[src/rtl/dmem_arb_pkg.sv]
// Shared types, constants and helpers for the data-memory arbiter.
package dmem_arb_pkg;

    localparam int unsigned ADDR_W       = 32;
    localparam int unsigned DATA_W       = 32;
    localparam int unsigned STARVE_CNT_W = 4;

    // Memory strobe encoding: low means write at the next edge.
    localparam logic MEM_WR = 1'b0;
    localparam logic MEM_RD = 1'b1;

    typedef enum logic {
        REQ_C = 1'b0,
        REQ_D = 1'b1
    } req_e;

    typedef enum logic {
        PRI_C = 1'b0,
        PRI_D = 1'b1
    } pri_e;

    typedef struct packed {
        logic              valid;
        logic              err;
        logic [DATA_W-1:0] data;
    } rsp_t;

    // Word aligned and inside the populated word range.
    function automatic logic addr_legal(input logic [ADDR_W-1:0] addr,
                                        input int unsigned       mem_words);
        return (addr[1:0] == 2'b00) &&
               ({2'b00, addr[ADDR_W-1:2]} < ADDR_W'(mem_words));
    endfunction

endpackage

[src/rtl/dmem_arb_starve_ctr.sv]
// Saturating wait counter; hit flags the cycle the count reaches the limit.
import dmem_arb_pkg::*;

module dmem_arb_starve_ctr #(
    parameter int unsigned CNT_W = STARVE_CNT_W
) (
    input  logic             clk,
    input  logic             rst_n,
    input  logic             inc_i,
    input  logic             clr_i,
    input  logic [CNT_W-1:0] limit_i,
    output logic             hit_o
);

    logic [CNT_W-1:0] cnt_q;
    logic [CNT_W-1:0] cnt_d;

    always_comb begin
        cnt_d = cnt_q;
        if (clr_i) begin
            cnt_d = '0;
        end else if (inc_i && (cnt_q < limit_i)) begin
            cnt_d = cnt_q + CNT_W'(1);
        end
    end

    // Asserted on the update that lands the count on the limit.
    assign hit_o = !clr_i && (cnt_d == limit_i);

    always_ff @(posedge clk or negedge rst_n) begin
        if (!rst_n) begin
            cnt_q <= '0;
        end else begin
            cnt_q <= cnt_d;
        end
    end

endmodule

[src/rtl/dmem_arbiter.sv]
// Arbitrates core (C) and DMA/debug (D) access to the single-port data memory.
// Define DMEM_ARB_RR_EN for strict round-robin instead of C priority with D starvation override.
import dmem_arb_pkg::*;

module dmem_arbiter #(
    parameter int unsigned MEM_WORDS  = 1024,
    parameter int unsigned STARVE_MAX = 4
) (
    input  logic              clk,
    input  logic              rst_n,
    input  logic              c_req,
    input  logic              c_we,
    input  logic [ADDR_W-1:0] c_addr,
    input  logic [DATA_W-1:0] c_wdata,
    output logic              c_gnt,
    output logic              c_rvalid,
    output logic [DATA_W-1:0] c_rdata,
    output logic              c_err,
    input  logic              d_req,
    input  logic              d_we,
    input  logic [ADDR_W-1:0] d_addr,
    input  logic [DATA_W-1:0] d_wdata,
    output logic              d_gnt,
    output logic              d_rvalid,
    output logic [DATA_W-1:0] d_rdata,
    output logic              d_err,
    output logic              mem_mwr,
    output logic [ADDR_W-1:0] mem_addr,
    output logic [DATA_W-1:0] mem_wd,
    input  logic [DATA_W-1:0] mem_rd
);

    pri_e              pri_q;
    pri_e              pri_d;
    req_e              win_id;
    logic              any_gnt;
    logic              sel_we;
    logic              sel_legal;
    logic [ADDR_W-1:0] sel_addr;
    logic [DATA_W-1:0] sel_wdata;
    rsp_t              c_rsp_q;
    rsp_t              c_rsp_d;
    rsp_t              d_rsp_q;
    rsp_t              d_rsp_d;

    // Grants are gated by rst_n so nothing reaches memory while in reset.
    always_comb begin
        c_gnt = 1'b0;
        d_gnt = 1'b0;
        if (rst_n) begin
            if (c_req && d_req) begin
                if (pri_q == PRI_D) begin
                    d_gnt = 1'b1;
                end else begin
                    c_gnt = 1'b1;
                end
            end else begin
                c_gnt = c_req;
                d_gnt = d_req;
            end
        end
    end

    always_comb begin
        any_gnt   = c_gnt || d_gnt;
        win_id    = d_gnt ? REQ_D : REQ_C;
        sel_we    = (win_id == REQ_D) ? d_we    : c_we;
        sel_addr  = (win_id == REQ_D) ? d_addr  : c_addr;
        sel_wdata = (win_id == REQ_D) ? d_wdata : c_wdata;
        sel_legal = addr_legal(sel_addr, MEM_WORDS);
    end

    // Illegal accesses keep the strobe at read so memory is never disturbed.
    always_comb begin
        mem_mwr  = MEM_RD;
        mem_addr = '0;
        mem_wd   = '0;
        if (any_gnt) begin
            mem_addr = sel_addr;
            mem_wd   = sel_wdata;
            if (sel_legal && sel_we) begin
                mem_mwr = MEM_WR;
            end
        end
    end

`ifdef DMEM_ARB_RR_EN
    // The state names the requester that wins the next conflict.
    always_comb begin
        pri_d = pri_q;
        if (c_gnt) begin
            pri_d = PRI_D;
        end else if (d_gnt) begin
            pri_d = PRI_C;
        end
    end
`else
    logic starve_hit;

    dmem_arb_starve_ctr #(
        .CNT_W (STARVE_CNT_W)
    ) u_starve_ctr (
        .clk     (clk),
        .rst_n   (rst_n),
        .inc_i   (d_req && !d_gnt),
        .clr_i   (d_gnt || !d_req),
        .limit_i (STARVE_CNT_W'(STARVE_MAX)),
        .hit_o   (starve_hit)
    );

    always_comb begin
        pri_d = pri_q;
        case (pri_q)
            PRI_C:   if (starve_hit) pri_d = PRI_D;
            PRI_D:   if (d_gnt)      pri_d = PRI_C;
            default: pri_d = PRI_C;
        endcase
    end
`endif

    always_ff @(posedge clk or negedge rst_n) begin
        if (!rst_n) begin
            pri_q <= PRI_C;
        end else begin
            pri_q <= pri_d;
        end
    end

    // One-cycle response pulses; data holds its last value between pulses.
    always_comb begin
        c_rsp_d       = c_rsp_q;
        d_rsp_d       = d_rsp_q;
        c_rsp_d.valid = 1'b0;
        c_rsp_d.err   = 1'b0;
        d_rsp_d.valid = 1'b0;
        d_rsp_d.err   = 1'b0;
        if (c_gnt) begin
            if (!sel_legal) begin
                c_rsp_d = '{valid: 1'b1, err: 1'b1, data: '0};
            end else if (!sel_we) begin
                c_rsp_d = '{valid: 1'b1, err: 1'b0, data: mem_rd};
            end
        end
        if (d_gnt) begin
            if (!sel_legal) begin
                d_rsp_d = '{valid: 1'b1, err: 1'b1, data: '0};
            end else if (!sel_we) begin
                d_rsp_d = '{valid: 1'b1, err: 1'b0, data: mem_rd};
            end
        end
    end

    always_ff @(posedge clk or negedge rst_n) begin
        if (!rst_n) begin
            c_rsp_q <= '0;
            d_rsp_q <= '0;
        end else begin
            c_rsp_q <= c_rsp_d;
            d_rsp_q <= d_rsp_d;
        end
    end

    assign c_rvalid = c_rsp_q.valid;
    assign c_err    = c_rsp_q.err;
    assign c_rdata  = c_rsp_q.data;
    assign d_rvalid = d_rsp_q.valid;
    assign d_err    = d_rsp_q.err;
    assign d_rdata  = d_rsp_q.data;

endmodule
[config.mk]
export PLATFORM = sky130hd
export DESIGN_NAME = dmem_arbiter
export DESIGN_NICKNAME = d
export VERILOG_FILES = /design/src/rtl/dmem_arb_pkg.sv /design/src/rtl/dmem_arb_starve_ctr.sv /design/src/rtl/dmem_arbiter.sv
export SDC_FILE = /design/constraint.sdc
export NUM_CORES = 1
export LEC_CHECK = 0
export ABC_AREA = 1
export ABC_CLOCK_PERIOD_IN_PS = 2000
export BUFFER_PORTS_ARGS = -buffer_cell sky130_fd_sc_hd__buf_2
export CORE_MARGIN = 2
export CORE_UTILIZATION = 30
export DETAILED_ROUTE_END_ITERATION = 7
export RECOVER_POWER = 50
export REMOVE_ABC_BUFFERS = 1
export SLEW_MARGIN = 15
export SYNTH_ARGS = -nofsm -noshare
export SYNTH_HDL_FRONTEND = slang
export SYNTH_SLANG_ARGS = --single-unit
[constraint.sdc]
create_clock -name clk -period 2 [get_ports clk]
set_input_delay 0.4 -clock clk [delete_from_list [all_inputs] [get_ports clk]]
set_output_delay 0.4 -clock clk [all_outputs]
set_load 0.005 [all_outputs]
Yosys cells after proc, flatten, opt, wreduce, memory -nomap -nowiden
Cells that the tools add are included.

operators by class
  bitwise logic cells = 1
  $add $sub $neg = 1
  order comparisons = 2
  reductions and logical operators = 14
  eq/ne operators = 2
  multiplexer cells = 23

operator list
  cell                    number
  $mux W34                4
  $mux W32                4
  $lt A30 B11 Y1 const B  1
  $mux W1                 12
  $mux W4                 2
  $logic_and A1 B1 Y1     6
  $add A4 B1 Y4 const B   1
  $eq A4 B3 Y1 const B    1
  $lt A4 B3 Y1 const B    1
  $reduce_and A2 Y1       2
  $logic_not A1 Y1        3
  $logic_not A2 Y1        1
  $logic_or A1 B1 Y1      2
  $ne A2 B2 Y1 const B    1
  $pmux W1 S2             1
  $not A1 Y1              1

storage, ports and cells
  input port bits = 166
  word-level logic and storage cells = 51
  flip-flop bits (word level) = 73

Longest topological paths before layout
  word-level depth = 12
  mapped depth = 16
  mapped depth without buffers = 13

Hierarchy
A second synthesis with hierarchy kept.

second synthesis, totals
  cells, all modules = 688
  area total of the unflattened synthesis = 4634.4 um2

modules (own cells, without submodules)
  module               instances  area each (um2)  sequential area each (um2)  cells each
  dmem_arbiter         1          4177.8           1726.7                      621
  dmem_arb_starve_ctr  1          456.7            100.1                       67

Worst setup path after synthesis
No wires, ideal clock.

  kind = input port to output port
  start point = in rst_n
  end point = out mem_mwr
  required time = 1.600 ns
  path buffers = 2
  arrival time = 1.615 ns
  cell stages on the path = 12
  setup slack = -0.015 ns
  cell sequence = nand2_1 -> inv_2 -> buf_4 -> buf_6 -> nand3b_1 -> nand2_1 -> nand2_1 -> nor2_1 -> nand2_1 -> nor2_1 -> nand3_1 -> or2_2

between the ends
  longest elaborated chain between the ends = 8
  elaborated cells on any way between the ends = 12

RTL lines
  item                                                       line                                    text
  start, declared                                            dmem_arbiter.sv:10                      input logic rst_n,
  $mux W1                                                    dmem_arbiter.sv:50                      if (rst_n) begin
  $mux W1                                                    dmem_arbiter.sv:66                      win_id = d_gnt ? REQ_D : REQ_C;
  $mux W32                                                   dmem_arbiter.sv:68                      sel_addr = (win_id == REQ_D) ? d_addr : c_addr;
  $lt A30 B11 Y1 / $logic_not A2 Y1 (equally long branches)  dmem_arb_pkg.sv:32, dmem_arb_pkg.sv:31
  $logic_and A1 B1 Y1                                        dmem_arb_pkg.sv:31                      return (addr[1:0] == 2'b00) &&
  $logic_and A1 B1 Y1                                        dmem_arbiter.sv:81                      if (sel_legal && sel_we) begin
  $mux W1                                                    dmem_arbiter.sv:81
  $mux W1 *                                                  dmem_arbiter.sv:78                      if (any_gnt) begin
  end, declared                                              dmem_arbiter.sv:27                      output logic mem_mwr,

Mark *: on every way between the ends. The rest lies on a longest branch, timed or not.

Worst setup path after layout
  start point = reg pri_q
  end point = out mem_mwr

between the ends
  longest elaborated chain between the ends = 10
  elaborated cells on any way between the ends = 16

RTL lines
  item                                                       line                                    text
  start, declared                                            dmem_arbiter.sv:33                      pri_e pri_q;
  start signal, assigned                                     dmem_arbiter.sv:125                     pri_q <= pri_d;
  $mux W1                                                    dmem_arbiter.sv:52                      if (pri_q == PRI_D) begin
  $mux W1                                                    dmem_arbiter.sv:51                      if (c_req && d_req) begin
  $mux W1                                                    dmem_arbiter.sv:50
  $mux W1                                                    dmem_arbiter.sv:66
  $mux W32                                                   dmem_arbiter.sv:68
  $lt A30 B11 Y1 / $logic_not A2 Y1 (equally long branches)  dmem_arb_pkg.sv:32, dmem_arb_pkg.sv:31
  $logic_and A1 B1 Y1                                        dmem_arb_pkg.sv:31
  $logic_and A1 B1 Y1                                        dmem_arbiter.sv:81
  $mux W1                                                    dmem_arbiter.sv:81
  $mux W1 *                                                  dmem_arbiter.sv:78

Marked as above.

==> results.cfg <==
[synth]
yosysTopAreaCell = dfrtp_1
synth.most_common_cell = nand2_1
ys_async_sr_fraction = 1.00
ys_seq_area_frac = 0.419
synth_flop_cell = dfrtp_1
synth_seq_cells = 73
synth_edf_count = 0
synth_area_leaders = dfrtp_1, nand2_1, nand4_1
syn_area_per_cell_um2 = 6.82
synth_warnings = 0
syn_area_um2 = 4360
synth_top_area_frac = 0.419
syn_inst = 639
synth_cell_types = 24
synth_common_cells = nand2_1, dfrtp_1, nand4_1

[die]
row_count = 44
ios = 301
die_y_um = 125
core_um2 = 14400
start_util = 0.303
die_area_um2 = 15500
die_w_um = 125

[clock_network]
htreeDepth = 3
path_clk_slew_ps = 60
clk_latency_ps = 320
cts_inserted_buffers = 9
cts.path.max_buffers = 2
cts_tree = yes
cts_sinks = 73
cts-root-buf = clkbuf_16

[global_routing]
grt_start_max_net_pins = 74
track_usage = 0.224
grt_pass1_wl_mm = 28.0
antenna_found_initial = 3
grt_overflow = 0
grt_pass1_vias = 5275

[power_and_ir_drop]
powerDensity_nw_per_um2 = 600
power.switching_mw = 1.44
switching_share = 0.315
power.internal_mw = 3.14
power_frac_comb = 0.364
power_frac_seq = 0.330
vdd.ir_drop.worst_mv = 0.394
p_clk_frac = 0.306
leakage_nw = 4.45

[drt]
wire_per_inst_um = 16.0
vias_per_cell = 4.77
wirelength_mm = 18.9
vias = 5642
dr.first_iter.drc_count = 321
dr.pass1.iters = 5
drcViolationCount = 0
antenna_left = 0

[timing]
slew_headroom = 0.317
setup_viol = 134
rsz0062_at_grt = true
maxSlewViolCount = 0
period_needed_ps = 2460
finalWorstSetupSlack_ps = -463
fin_crit_sh = 1.23
hold_viol = 0
fmaxAchievable_mhz = 406
worst_pin_slew_ps = 1020
clock_skew_ps = 4.09

[run]
maxCapViolCount = 0

[placed_design]
place_hpwl_mm = 12.5
gp_congestion = 0.900
dp_cells = 1140
io_buffers = 300

[cells_and_area]
nets = 1162
fin_cells = 1184
area_growth_pct = 75.4
fill_cells = 1408
final_layout_size_suffix_gt1_frac = 0.502
fin_util = 0.532

[setup_path]
cp.arrival_ps = 2060
worstPathMaxFanout = 19
cp-end-kind = primary output
required_ps = 1600
crit_type = flip-flop to primary output
start_kind = flip-flop

[status]
run_status = complete, but fails checks
violations = negative setup slack

[hold_path]
hold_path_class = primary input to flip-flop
==> metal layers <==
metal  vias to the layer above  GRT usage  routed length, um
met5                         -          0                  0
met4                         0     0.0635                437
met3                        30     0.0619               1410
met2                       227      0.361               8950
met1                      2576      0.296               8110
li1                       2809          -                  -
==> kinds of logic after synthesis <==
kind of cell,Yosys count,synth area share
simple gates,423,0.415
flops,73,0.419
compound gates,63,0.0735
buf+inv,79,0.0898
fa+ha+maj,1,0.00287
==> worst paths after layout <==
check | from | cells after the start | slack, ps | to
worst max-delay path | pri_q | 11 | -460 | mem_mwr
worst min-delay path | mem_rd[25] | 3 | 330 | c_rdata[25]
worst max register to register | pri_q | 16 | -160 | d_rdata[10]
worst min register to register | d_rdata[20] | 2 | 470 | d_rdata[20]
max in group asynchronous | rst_n | 3 | 750 | c_rdata[26]
min in group asynchronous | rst_n | 3 | 590 | pri_q
==> flip-flops by register name, summed over array words and instances (netlist names) <==
| register | count |
|---|---|
| c_rdata | 32 |
| d_rdata | 32 |
| u_starve_ctr.cnt_q | 4 |
| c_err | 1 |
| c_rvalid | 1 |
| d_err | 1 |
| d_rvalid | 1 |
| pri_q | 1 |
==> layout make-up <==
class / count / area [um2] / share of cell area
Antenna cell: 3 / 7.51 / 0.000982
Timing Repair Buffer: 395 / 2680 / 0.351
Clock buffer: 12 / 246 / 0.0322
Sequential cell: 73 / 1830 / 0.239
Multi-Input combinational cell: 488 / 2540 / 0.333
Inverter: 28 / 105 / 0.0137
Tap cell: 184 / 230 / 0.0301
Clock inverter: 1 / 5.00 / 0.000655
==> what timing repair did <==
action / 4_1_cts / 5_1_grt
pin swaps: 9 / 16
buffers inserted: 3 / 12
gates cloned: 7 / 8
hold buffers: 0 / 0
resized for setup: 34 / 106
endpoints found under the setup margin: 133 / 135
==> worst max-delay path, cell delays in order (launching register included) <==
cell and delay, ps:
dfrtp_1 390, inv_2 80, nand2_4 70, buf_6 170, nand3_1 110, nand2_1 90
nor2_2 130, nand3_1 90, nor2_2 150, nand3_2 100, or2_4 240, buf_6 110
==> power groups by stage <==
stage / clock network (mW) / logic [mW] / registers, mW
2_1_floorplan: 0 / 0.493 / 1.54
5_1_grt: 1.52 / 1.81 / 1.52
3_5_place_dp: 0 / 1.24 / 1.54
3_3_place_gp: 0 / 1.24 / 1.54
4_1_cts: 1.44 / 1.38 / 1.52
6_report: 1.40 / 1.67 / 1.52
==> stage by stage <==
| stage | worst slack (ps) | cell area (um2) | hold WS [ps] | setup TNS, ps | total power [mW] |
|---|---|---|---|---|---|
| 3_5_place_dp | -410 | 6440 | 460 | -30340 | 2.78 |
| 2_1_floorplan | -2800 | 4070 | 104 | -276650 | 2.03 |
| 4_1_cts | -547 | 7020 | 320 | -34550 | 4.34 |
| 6_report | -463 | 7650 | 334 | -30580 | 4.59 |
| 3_3_place_gp | -385 | 6440 | 458 | -29920 | 2.78 |
| 5_1_grt | -597 | 7640 | 334 | -48910 | 4.84 |
==> layout by cell type (no fill, tap or decap), drive strengths merged, types with 9 or more instances in the layout <==
| cell type | instances |
|---|---|
| clkbuf | 21 |
| inv | 28 |
| nand3 | 14 |
| nand2 | 294 |
| dfrtp | 73 |
| buf | 386 |
| nor2 | 42 |
| nand4 | 64 |
| o21ai | 9 |
| a21oi | 53 |
(Power assumes the default switching activity.)
